==> config.mk <==
export PLATFORM = sky130hd
export DESIGN_NAME = addr_gen_wr_hc
export DESIGN_NICKNAME = d
export VERILOG_FILES = /design/src/rtl/lstm_pkg.sv /design/src/rtl/wr_chan.sv /design/src/rtl/addr_gen_wr_hc.sv
export SDC_FILE = /design/constraint.sdc
export NUM_CORES = 1
export LEC_CHECK = 0
export BUFFER_PORTS_ARGS = -buffer_cell sky130_fd_sc_hd__buf_2
export CORE_MARGIN = 4
export CORE_UTILIZATION = 40
export DETAILED_ROUTE_END_ITERATION = 7
export RECOVER_POWER = 25
export SETUP_SLACK_MARGIN = 0.05
export SYNTH_ARGS = -nofsm -noshare
export SYNTH_HDL_FRONTEND = slang
export SYNTH_HIERARCHICAL = 1
export SYNTH_SLANG_ARGS = --single-unit
==> constraint.sdc <==
create_clock -name clk -period 7.35 [get_ports clk]
set_input_delay 0.3675 -clock clk [delete_from_list [all_inputs] [get_ports clk]]
set_output_delay 0.3675 -clock clk [all_outputs]
set_load 0.05 [all_outputs]
==> src/rtl/lstm_pkg.sv <==
// lstm_pkg: definitions shared by the LSTM H/C address generators.
//   state_t    : generator state encoding (IDLE/INIT/RUN/DONE)
//   slot_addr  : memory address of cell k at timestep t; slot t=-1 is the zero slot
//   NUM_CELL_DEF, TIMESTEP_DEF, LAST : default geometry and its last address
package lstm_pkg;

  typedef enum logic [1:0] {
    ST_IDLE = 2'd0,
    ST_INIT = 2'd1,
    ST_RUN  = 2'd2,
    ST_DONE = 2'd3
  } state_t;

  // Timestep t occupies addresses num_cell*(t+1) .. num_cell*(t+1)+num_cell-1.
  function automatic int slot_addr(input int t, input int k, input int num_cell);
    return num_cell * (t + 1) + k;
  endfunction

  localparam int NUM_CELL_DEF = 8;
  localparam int TIMESTEP_DEF = 7;
  localparam int LAST         = slot_addr(TIMESTEP_DEF - 1, NUM_CELL_DEF - 1, NUM_CELL_DEF);

endpackage

==> src/rtl/wr_chan.sv <==
// wr_chan: one write channel (C or H) of the H/C write address generator.
// Holds the channel address counter, registers the write strobe, address and
// data, and flags when the counter has moved past the last address.
//   clk, rst    : clock, synchronous active-high reset
//   clr         : reload the counter with START_ADDR (run start)
//   init_wr     : issue a zero write to init_addr (zero-slot initialisation)
//   init_addr   : address of the zero write
//   acc         : accept data_in as the next result (qualified by the top)
//   data_in     : result word
//   wr/addr/data: registered memory write port
//   cnt         : current counter value (next result address)
//   fin         : counter has passed LAST_ADDR; further results are ignored
module wr_chan #(
  parameter int                    ADDR_WIDTH = 12,
  parameter int                    DATA_WIDTH = 16,
  parameter logic [ADDR_WIDTH-1:0] START_ADDR = '0,
  parameter logic [ADDR_WIDTH-1:0] LAST_ADDR  = '1
) (
  input  logic                  clk,
  input  logic                  rst,
  input  logic                  clr,
  input  logic                  init_wr,
  input  logic [ADDR_WIDTH-1:0] init_addr,
  input  logic                  acc,
  input  logic [DATA_WIDTH-1:0] data_in,
  output logic                  wr,
  output logic [ADDR_WIDTH-1:0] addr,
  output logic [DATA_WIDTH-1:0] data,
  output logic [ADDR_WIDTH-1:0] cnt,
  output logic                  fin
);

  // The counter stops at LAST_ADDR+1, which still fits in ADDR_WIDTH bits, so
  // "passed LAST" is a plain compare and the address can never wrap to 0.
  assign fin = (cnt > LAST_ADDR);

  // NOTE: sequential state uses non-blocking assignments so every register
  // samples pre-edge values regardless of statement order.
  always_ff @(posedge clk) begin
    if (rst) begin
      wr   <= 1'b0;
      addr <= '0;
      data <= '0;
      cnt  <= START_ADDR;
    end else begin
      // Strobe is single-cycle: it follows the request of the previous cycle.
      wr <= init_wr | acc;
      if (init_wr) begin
        addr <= init_addr;
        data <= '0;
      end else if (acc) begin
        addr <= cnt;
        data <= data_in;
      end
      if (clr) begin
        cnt <= START_ADDR;
      end else if (acc) begin
        cnt <= cnt + ADDR_WIDTH'(1);
      end
    end
  end

endmodule

==> src/rtl/addr_gen_wr_hc.sv <==
// addr_gen_wr_hc: write-side address generator for the LSTM H and C state
// memories. Result k of timestep t is written to NUM_CELL*(t+1)+k; the t=-1
// slot (0..NUM_CELL-1) holds zeros for the paired read generator.
//   clk, rst               : clock, synchronous active-high reset
//   i_start                : start pulse, honoured in IDLE or DONE only
//   i_valid_c / i_data_c   : next c_t result
//   i_valid_h / i_data_h   : next h_t result
//   o_ready                : high in RUN; valids are sampled only then
//   o_wr_c/o_addr_c/o_data_c : C memory write port (1-cycle latency)
//   o_wr_h/o_addr_h/o_data_h : H memory write port (1-cycle latency)
//   o_done                 : high in DONE
//   o_err                  : sticky; an h result arrived ahead of its c result
// Build option: define ZERO_INIT_EN to write zeros to the t=-1 slot of both
// memories (INIT state) before each run; otherwise start goes straight to RUN.
// NUM_CELL*(TIMESTEP+1) must be below 2**ADDR_WIDTH.
module addr_gen_wr_hc
  import lstm_pkg::*;
#(
  parameter int ADDR_WIDTH = 12,
  parameter int DATA_WIDTH = 16,
  parameter int TIMESTEP   = 7,
  parameter int NUM_CELL   = 8
) (
  input  logic                  clk,
  input  logic                  rst,
  input  logic                  i_start,
  input  logic                  i_valid_c,
  input  logic [DATA_WIDTH-1:0] i_data_c,
  input  logic                  i_valid_h,
  input  logic [DATA_WIDTH-1:0] i_data_h,
  output logic                  o_ready,
  output logic                  o_wr_c,
  output logic [ADDR_WIDTH-1:0] o_addr_c,
  output logic [DATA_WIDTH-1:0] o_data_c,
  output logic                  o_wr_h,
  output logic [ADDR_WIDTH-1:0] o_addr_h,
  output logic [DATA_WIDTH-1:0] o_data_h,
  output logic                  o_done,
  output logic                  o_err
);

  localparam logic [ADDR_WIDTH-1:0] FIRST_ADDR = ADDR_WIDTH'(slot_addr(0, 0, NUM_CELL));
  localparam logic [ADDR_WIDTH-1:0] LAST_ADDR  =
    ADDR_WIDTH'(slot_addr(TIMESTEP - 1, NUM_CELL - 1, NUM_CELL));

  state_t                  state;
  logic                    start_ok;
  logic                    acc_c, acc_h;
  logic                    h_live, h_ok, h_err;
  logic                    fin_c, fin_h;
  logic [ADDR_WIDTH-1:0]   cnt_c, cnt_h;
  logic                    init_wr;
  logic [ADDR_WIDTH-1:0]   init_addr;

  assign start_ok = i_start && ((state == ST_IDLE) || (state == ST_DONE));

  // o_ready is a registered copy of "state == RUN", so it doubles as the run qualifier.
  assign acc_c  = o_ready && i_valid_c && !fin_c;
  assign h_live = o_ready && i_valid_h && !fin_h;
  // h_t needs c_t: an h write is allowed only while cnt_h stays below cnt_c
  // once this cycle's c write (if any) is counted.
  assign h_ok   = (cnt_h < cnt_c) || acc_c;
  assign acc_h  = h_live && h_ok;
  assign h_err  = h_live && !h_ok;

`ifdef ZERO_INIT_EN
  logic [ADDR_WIDTH-1:0] init_idx;
  // Address 0 is issued on the start edge itself so the eight zero writes
  // line up exactly with the eight INIT cycles; INIT's final cycle issues
  // nothing and hands over to RUN.
  assign init_wr   = start_ok || ((state == ST_INIT) && (init_idx < ADDR_WIDTH'(NUM_CELL)));
  assign init_addr = start_ok ? '0 : init_idx;
`else
  assign init_wr   = 1'b0;
  assign init_addr = '0;
`endif

  always_ff @(posedge clk) begin
    if (rst) begin
      state   <= ST_IDLE;
      o_ready <= 1'b0;
      o_done  <= 1'b0;
      o_err   <= 1'b0;
`ifdef ZERO_INIT_EN
      init_idx <= '0;
`endif
    end else begin
      if (start_ok) begin
        o_err <= 1'b0;
      end else if (h_err) begin
        o_err <= 1'b1;
      end

      case (state)
        ST_IDLE, ST_DONE: begin
          if (start_ok) begin
            o_done <= 1'b0;
`ifdef ZERO_INIT_EN
            state    <= ST_INIT;
            o_ready  <= 1'b0;
            init_idx <= ADDR_WIDTH'(1);
`else
            state    <= ST_RUN;
            o_ready  <= 1'b1;
`endif
          end
        end

        ST_INIT: begin
`ifdef ZERO_INIT_EN
          if (init_idx == ADDR_WIDTH'(NUM_CELL)) begin
            state   <= ST_RUN;
            o_ready <= 1'b1;
          end else begin
            init_idx <= init_idx + ADDR_WIDTH'(1);
          end
`else
          state   <= ST_RUN;
          o_ready <= 1'b1;
`endif
        end

        ST_RUN: begin
          // Counters are past LAST only after the final write has been
          // registered, so DONE lands the cycle after that write is visible.
          if (fin_c && fin_h) begin
            state   <= ST_DONE;
            o_ready <= 1'b0;
            o_done  <= 1'b1;
          end
        end

        default: begin
          state   <= ST_IDLE;
          o_ready <= 1'b0;
          o_done  <= 1'b0;
        end
      endcase
    end
  end

  wr_chan #(
    .ADDR_WIDTH(ADDR_WIDTH),
    .DATA_WIDTH(DATA_WIDTH),
    .START_ADDR(FIRST_ADDR),
    .LAST_ADDR (LAST_ADDR)
  ) u_chan_c (
    .clk      (clk),
    .rst      (rst),
    .clr      (start_ok),
    .init_wr  (init_wr),
    .init_addr(init_addr),
    .acc      (acc_c),
    .data_in  (i_data_c),
    .wr       (o_wr_c),
    .addr     (o_addr_c),
    .data     (o_data_c),
    .cnt      (cnt_c),
    .fin      (fin_c)
  );

  wr_chan #(
    .ADDR_WIDTH(ADDR_WIDTH),
    .DATA_WIDTH(DATA_WIDTH),
    .START_ADDR(FIRST_ADDR),
    .LAST_ADDR (LAST_ADDR)
  ) u_chan_h (
    .clk      (clk),
    .rst      (rst),
    .clr      (start_ok),
    .init_wr  (init_wr),
    .init_addr(init_addr),
    .acc      (acc_h),
    .data_in  (i_data_h),
    .wr       (o_wr_h),
    .addr     (o_addr_h),
    .data     (o_data_h),
    .cnt      (cnt_h),
    .fin      (fin_h)
  );

endmodule

# [Word-level counts from Yosys, hierarchy flattened]
# Cells that the tools add are included.
[totals] ram_bits=0 input_bits=37 memories=0 wordCells=50 romBits=0 latch_bits=0 output_inout_bits=61 register_bits=87
[classes] addsub=2 bitwise_logic=0 magnitude_cmp=3 mux=9 shifts=0 n_reduce_logical=19 div_mod_pow=0 mul=0 n_eq_ne=5
[ops] op="adder 12 x 1 -> 12 bit, second input constant" count=2
[ops] op="greater-than comparator 12 x 6 -> 1 bit, second input constant" count=2
[ops] op="less-than comparator 12 bit" count=1
[ops] op="logical AND 1 bit" count=8
[ops] op="one-hot mux 2 bit (3 select lines)" count=1
[ops] op="== test 2 bit, second input constant" count=2
[ops] op="two-way mux 1 bit" count=4
[ops] op="two-way mux 2 bit" count=2
[ops] op="!= test 2 bit, second input constant" count=2
[ops] op="OR reduction 2 bit" count=2
[ops] op="logical NOT 1 bit" count=3
[ops] op="one-hot mux 1 bit (3 select lines)" count=1
[ops] op="AND reduction 3 bit" count=1
[ops] op="== test 2 x 1 -> 1 bit, second input constant" count=1
[ops] op="logical NOT 2 bit" count=1
[ops] op="logical OR 1 bit" count=2
[ops] op="one-hot mux 1 bit (2 select lines)" count=1
[ops] op="AND reduction 2 bit" count=1
[ops] op="nonzero test 2 bit" count=1

# [Longest topological paths before layout]
[depth] ltp_word=6 mapped_depth=13 ltp_nobuf=9

# [Cells and area by module]
# The synthesis kept the hierarchy.
[modules_own_cells] module="wr_chan" area_each_um2=1729.2 n_inst=2 seq_area_each_um2=820.8 cells_each=175
[modules_own_cells] module="addr_gen_wr_hc" area_each_um2=554.3 n_inst=1 seq_area_each_um2=100.1 cells_each=77

# [Worst setup path before layout]
# OpenSTA, ideal clock, no wires.
[synth_path] path_type="reg2reg" from="register u_chan_c.cnt[2]" to="register u_chan_h.cnt[10]" n_path_buf=1 path_stages_with_launch=11 path_slack_ps=4855 setup_time_ps=70 t_arrival_ps=2425 cell_sequence="dfxtp_1 -> inv_1 -> ha_1 -> a211oi_1 -> o21ai_0 -> a32o_1 -> nor3_1 -> buf_4 -> nand4_2 -> or4_1 -> a21oi_1"
[synth_via] elab_chain_len=5 elab_cells_between_ends=6 cone_classes="order compare: 2; reduce/logical: 4"
[synth_rtl] element="start: declaration" line_no="wr_chan.sv:29" source="output logic [ADDR_WIDTH-1:0] cnt,"
[synth_rtl] element="start signal: assignment" line_no="wr_chan.sv:58" source="cnt <= cnt + ADDR_WIDTH'(1);"
[synth_rtl] element="greater-than comparator 12 x 6 -> 1 bit" line_no="wr_chan.sv:35" source="assign fin = (cnt > LAST_ADDR);"
[synth_rtl] element="logical NOT 1 bit" line_no="addr_gen_wr_hc.sv:58" source="assign acc_c = o_ready && i_valid_c && !fin_c;"
[synth_rtl] element="logical AND 1 bit" line_no="addr_gen_wr_hc.sv:58"
[synth_rtl] element="logical OR 1 bit (*)" line_no="addr_gen_wr_hc.sv:62" source="assign h_ok = (cnt_h < cnt_c) || acc_c;"
[synth_rtl] element="logical AND 1 bit (*)" line_no="addr_gen_wr_hc.sv:63" source="assign acc_h = h_live && h_ok;"
[synth_rtl] element="via acc_h" line_no="addr_gen_wr_hc.sv:48" source="logic acc_c, acc_h;"
[synth_rtl] element="end signal: assignment" line_no="wr_chan.sv:58"
[synth_rtl] element="end: declaration" line_no="wr_chan.sv:29"
# The timed path passes the listed nets; every way through them passes the cells marked *.
# A chain may end at the register's enable or synchronous reset.

# [Worst setup path after layout]
[layout_path] from="register u_chan_c.cnt[8]" to="register u_chan_h.cnt[7]"
[layout_via] elab_chain_len=5 elab_cells_between_ends=6 cone_classes="order compare: 2; reduce/logical: 4"
[layout_rtl] element="greater-than comparator 12 x 6 -> 1 bit" line_no="wr_chan.sv:35"
[layout_rtl] element="via fin_c" line_no="addr_gen_wr_hc.sv:50" source="logic fin_c, fin_h;"
[layout_rtl] element="logical NOT 1 bit" line_no="addr_gen_wr_hc.sv:58"
[layout_rtl] element="logical AND 1 bit" line_no="addr_gen_wr_hc.sv:58"
[layout_rtl] element="logical OR 1 bit" line_no="addr_gen_wr_hc.sv:62"
[layout_rtl] element="logical AND 1 bit" line_no="addr_gen_wr_hc.sv:63"
[layout_rtl] element="via acc_h" line_no="addr_gen_wr_hc.sv:48"
# The timed path passes the listed nets, and every way through them passes these cells.

==> results.md <==
* Status: complete, no violations
* Synth cell types at 36
* CP max-delay cell: and3b_2
* Ant. Diodes at 0
* Ratio of cells with drive above 1 in the final layout at 0.158
* Yosys reg bits at slightly below 90
* Total track usage at 0.155
* Combinational share of power at 0.134
* Max cap viols at 0
* CP endpoint kind: flop
* Max incr delay on CP at 0.90 ns
* Crit path DAT at 4.07 ns
* Avg Vias per Cell at 4.74
* Number of synthesized flops with an enable pin at 0
* Final wirelength at 8600 um
* DRC Markers at 0
* H-Tree Level Count at 3
* DR WL/cell at 12.7 um
* Clock group share of total power at 0.352
* Total CTS buffers at 9
* Pwr dens at between 150 and 200 nW/um^2
* Switching power total at between 0.0002 and 0.0003 W
* Period utilisation layout at 0.514
* FP Rows at 36
* Post-route antenna net violation count at 0
* Worst reg2reg endpoint: u_chan_h/cnt[7]$_SDFFE_PP0P_
* Number of global-route vias before repair at 3252
* Min cycle time layout at roughly 3.8 ns
* Core region area at around 10000 sq um
* DRT iter0 DRCs at roughly 120
* CP required at about 7.6 ns
* Initial Utilization at 0.411
* Clk Latency, worst-skew pair at 0.36 ns
* Internal cell power at slightly below 0.0007 W
* Delay-heaviest family, CP: simple AND/OR/NAND/NOR gates
* Post-synthesis cell count at between 400 and 500
* Register share of total power at 0.514
* Slew margin rel. at 0.350
* Sw Share at 0.285
* Critical path class: reg2reg
* Overflow after GRT at 0
* CP cell instances: nor4_1 -> nand2_1 -> and3b_2 -> nor2_1 -> a32o_1 -> nor3_2 -> buf_4 -> nand4_2 -> or4_1 -> a21oi_1
* Syn_area_per_cell at 9.40 sq um
* Critical-path maximum fanout at 39
* IO buf count at 97
* R2R cell count at 10
* Synth Cell Area at 4010 sq um
* Vias at 3205
* Endpoints failing setup at 0
* # clock sinks at between 80 and 90
* Die width at around 110 um
* Filler cells at between 900 and 1000
* Area grow syn2layout at 19.7%
* Die area at 11700 sq um
* Clock transition at path regs at about 0.09 ns
* Reg2Reg Launch Point: u_chan_c/cnt[8]$_SDFFE_PP0P_
* Crit path buf inv count at 1
* Synthesis Warnings at 6
* Largest net degree at the start of global routing at between 40 and 50
* Root buf cell: clkbuf_8
* Total Nets Final at between 500 and 600
* Fmax at 0.265 GHz
* Worst Setup EP: u_chan_h/cnt[7]$_SDFFE_PP0P_
* Least-Margin Pin Slew at slightly below 1 ns
* Area of the multi-input gates at approximately 2200 sq um
* Post-synth top area share at 0.434
* Initial antenna violation count at 0
* Clock Skews at a little over 0.009 ns
* Crit. Startpoint: u_chan_c/cnt[8]$_SDFFE_PP0P_
* Final Hold Viols at 0
* Worst min-delay path class: in2reg
* Synth Flop Type: dfxtp_1
* Post-CTS Setup Inserts at 0
* Dpl hpwl at roughly 6300 um
* Post-Place Cells at between 600 and 700
* CTS tree: done
* RePlAce Congestion at 0.786
* Seq/Total Area, Yosys at 0.434
* Non-Filler Instances at 676
* Stages on worst setup path at 10
* Resize count post-CTS at 0
* Max VDD drop at between 0.08 and 0.09 mV
* Hold-fix buffers, CTS at 0
* Top post-synthesis cells by area: dfxtp_1 (43%), mux2i_1 (15%), nor2_1 (7.6%)
* Count of pins over their slew limit at 0
* RSZ-0062 raised after global routing: false
* Synth area leader: dfxtp_1
* Storage cell area at around 1700 sq um
* Setup TNS Final at 0 ns
* Die Ht at roughly 110 um
* I/O pin cnt at 98
* Startpoint types: flop
* Pre-antenna DRT Iters at 4
* R2r setup slk at 3.57 ns
* P_leak at slightly above 2 nW
* Clock Path Buffers at 2
* Post-synth ARST share at 0
* First-pass GRT wire length at approximately 15000 um
[registers in the layout (all words and copies together) (netlist names)]
signal	flops
o_done	1
o_err	1
o_ready	1
state	2
u_chan_c/addr	12
u_chan_c/cnt	12
u_chan_c/data	16
u_chan_c/wr	1
u_chan_h/addr	12
u_chan_h/cnt	12
u_chan_h/data	16
u_chan_h/wr	1
[logic make-up (layout without fill, tap and decap cells)]
kind of cell,Yosys count,after routing,share of synthesized area
flip-flops,87,87,0.434
AO/OA/AOI/OAI,37,37,0.0564
adder cells (fa/ha/maj),14,14,0.0437
multiplexers,86,86,0.222
XOR/XNOR,6,6,0.0131
AND/OR/NAND/NOR,153,153,0.181
buffers and inverters,43,134,0.0483
other,1,26,0.000935
[cell usage after synthesis (3+ instances only)]
master and instances:
nand4_2 4, nor2_1 81, or3_1 6, or4_1 6
mux2_1 24, o21a_1 6, inv_1 20, o31ai_1 6
nor4_1 6, dfxtp_1 87, nand2_1 25, buf_4 4
nand4_1 4, a21oi_1 17, xnor2_1 4, o21ai_1 3
mux2i_1 62, clkbuf_1 10, nor3_1 7, buf_2 8
ha_1 14
[power by group through the flow]
stage / logic, W / registers [W] / clock network [W]
3_5_place_dp: 0.000130 / 0.000502 / 0
6_report: 0.000128 / 0.000491 / 0.000336
4_1_cts: 0.000130 / 0.000491 / 0.000346
5_1_grt: 0.000139 / 0.000493 / 0.000365
3_3_place_gp: 0.000129 / 0.000502 / 0
2_1_floorplan: 0.0000602 / 0.000543 / 0
[worst min path at each step]
stage                              startpoint                        endpoint  slack (ns)  cells after the start
2_1_floorplan                             rst            o_ready$_SDFFE_PP0P_        0.44                      1
3_3_place_gp   u_chan_c/data[15]$_SDFFE_PP0P_  u_chan_c/data[15]$_SDFFE_PP0P_        0.47                      2
3_5_place_dp            state[1]$_SDFFE_PP0P_           state[1]$_SDFFE_PP0P_        0.47                      2
4_1_cts                          i_data_h[11]  u_chan_h/data[11]$_SDFFE_PP0P_        0.23                      3
5_1_grt                           i_data_h[4]   u_chan_h/data[4]$_SDFFE_PP0P_        0.23                      3
6_report                          i_data_c[3]   u_chan_c/data[3]$_SDFFE_PP0P_        0.24                      3
[metrics by stage]
stage / cell area, sq um / setup WS [ns] / hold slack, ns / util / total power [W]
floorplan: 4110 / 4.85 / 0.440 / - / 0.000603
global route: 4800 / 3.19 / 0.235 / 0.491 / 0.000998
global placement: 4650 / 3.68 / 0.470 / 0.476 / 0.000631
finish: 4800 / 3.57 / 0.244 / 0.491 / 0.000955
CTS: 4850 / 3.55 / 0.229 / 0.496 / 0.000968
detailed placement: 4650 / 3.58 / 0.468 / 0.476 / 0.000632
[cell type report]
cell class	count	share of cell area
multi-input combinational	322	0.453
clock inverter	7	0.0151
inverter	20	0.0156
sequential	87	0.363
clock buffer	9	0.0258
timing repair buffer	98	0.0930
tap	133	0.0346
[worst min-delay path: stages]
cell     delay (ns)
buf_2          0.07
mux2i_1        0.05
nor2_1         0.07
[layout by cell type, fill, tap and decap left out, drive strengths merged, types with 2 or more instances in the layout]
master,count
dfxtp,87
buf,61
or4,7
nor3,7
or2,4
nor2,81
clkinvlp,2
nand3b,2
o21a,6
and4,2
conb,26
o31ai,6
clkbuf,46
clkinv,3
a21oi,17
nor4,6
nand2,25
mux2i,62
nor2b,2
xnor2,4
o21ai,5
xor2,2
inv,21
ha,14
nand3,2
mux2,24
nand4,8
or3,6
[routing by layer]
metal  wire length (um)  GRT usage  vias to the layer above
met5                  0          0                        -
met4                133     0.0622                        0
met3                387     0.0334                       10
met2               4200      0.269                       62
met1               3880      0.187                     1466
li1                   -          -                     1667
Note: power is estimated with default switching activity, not from simulation.
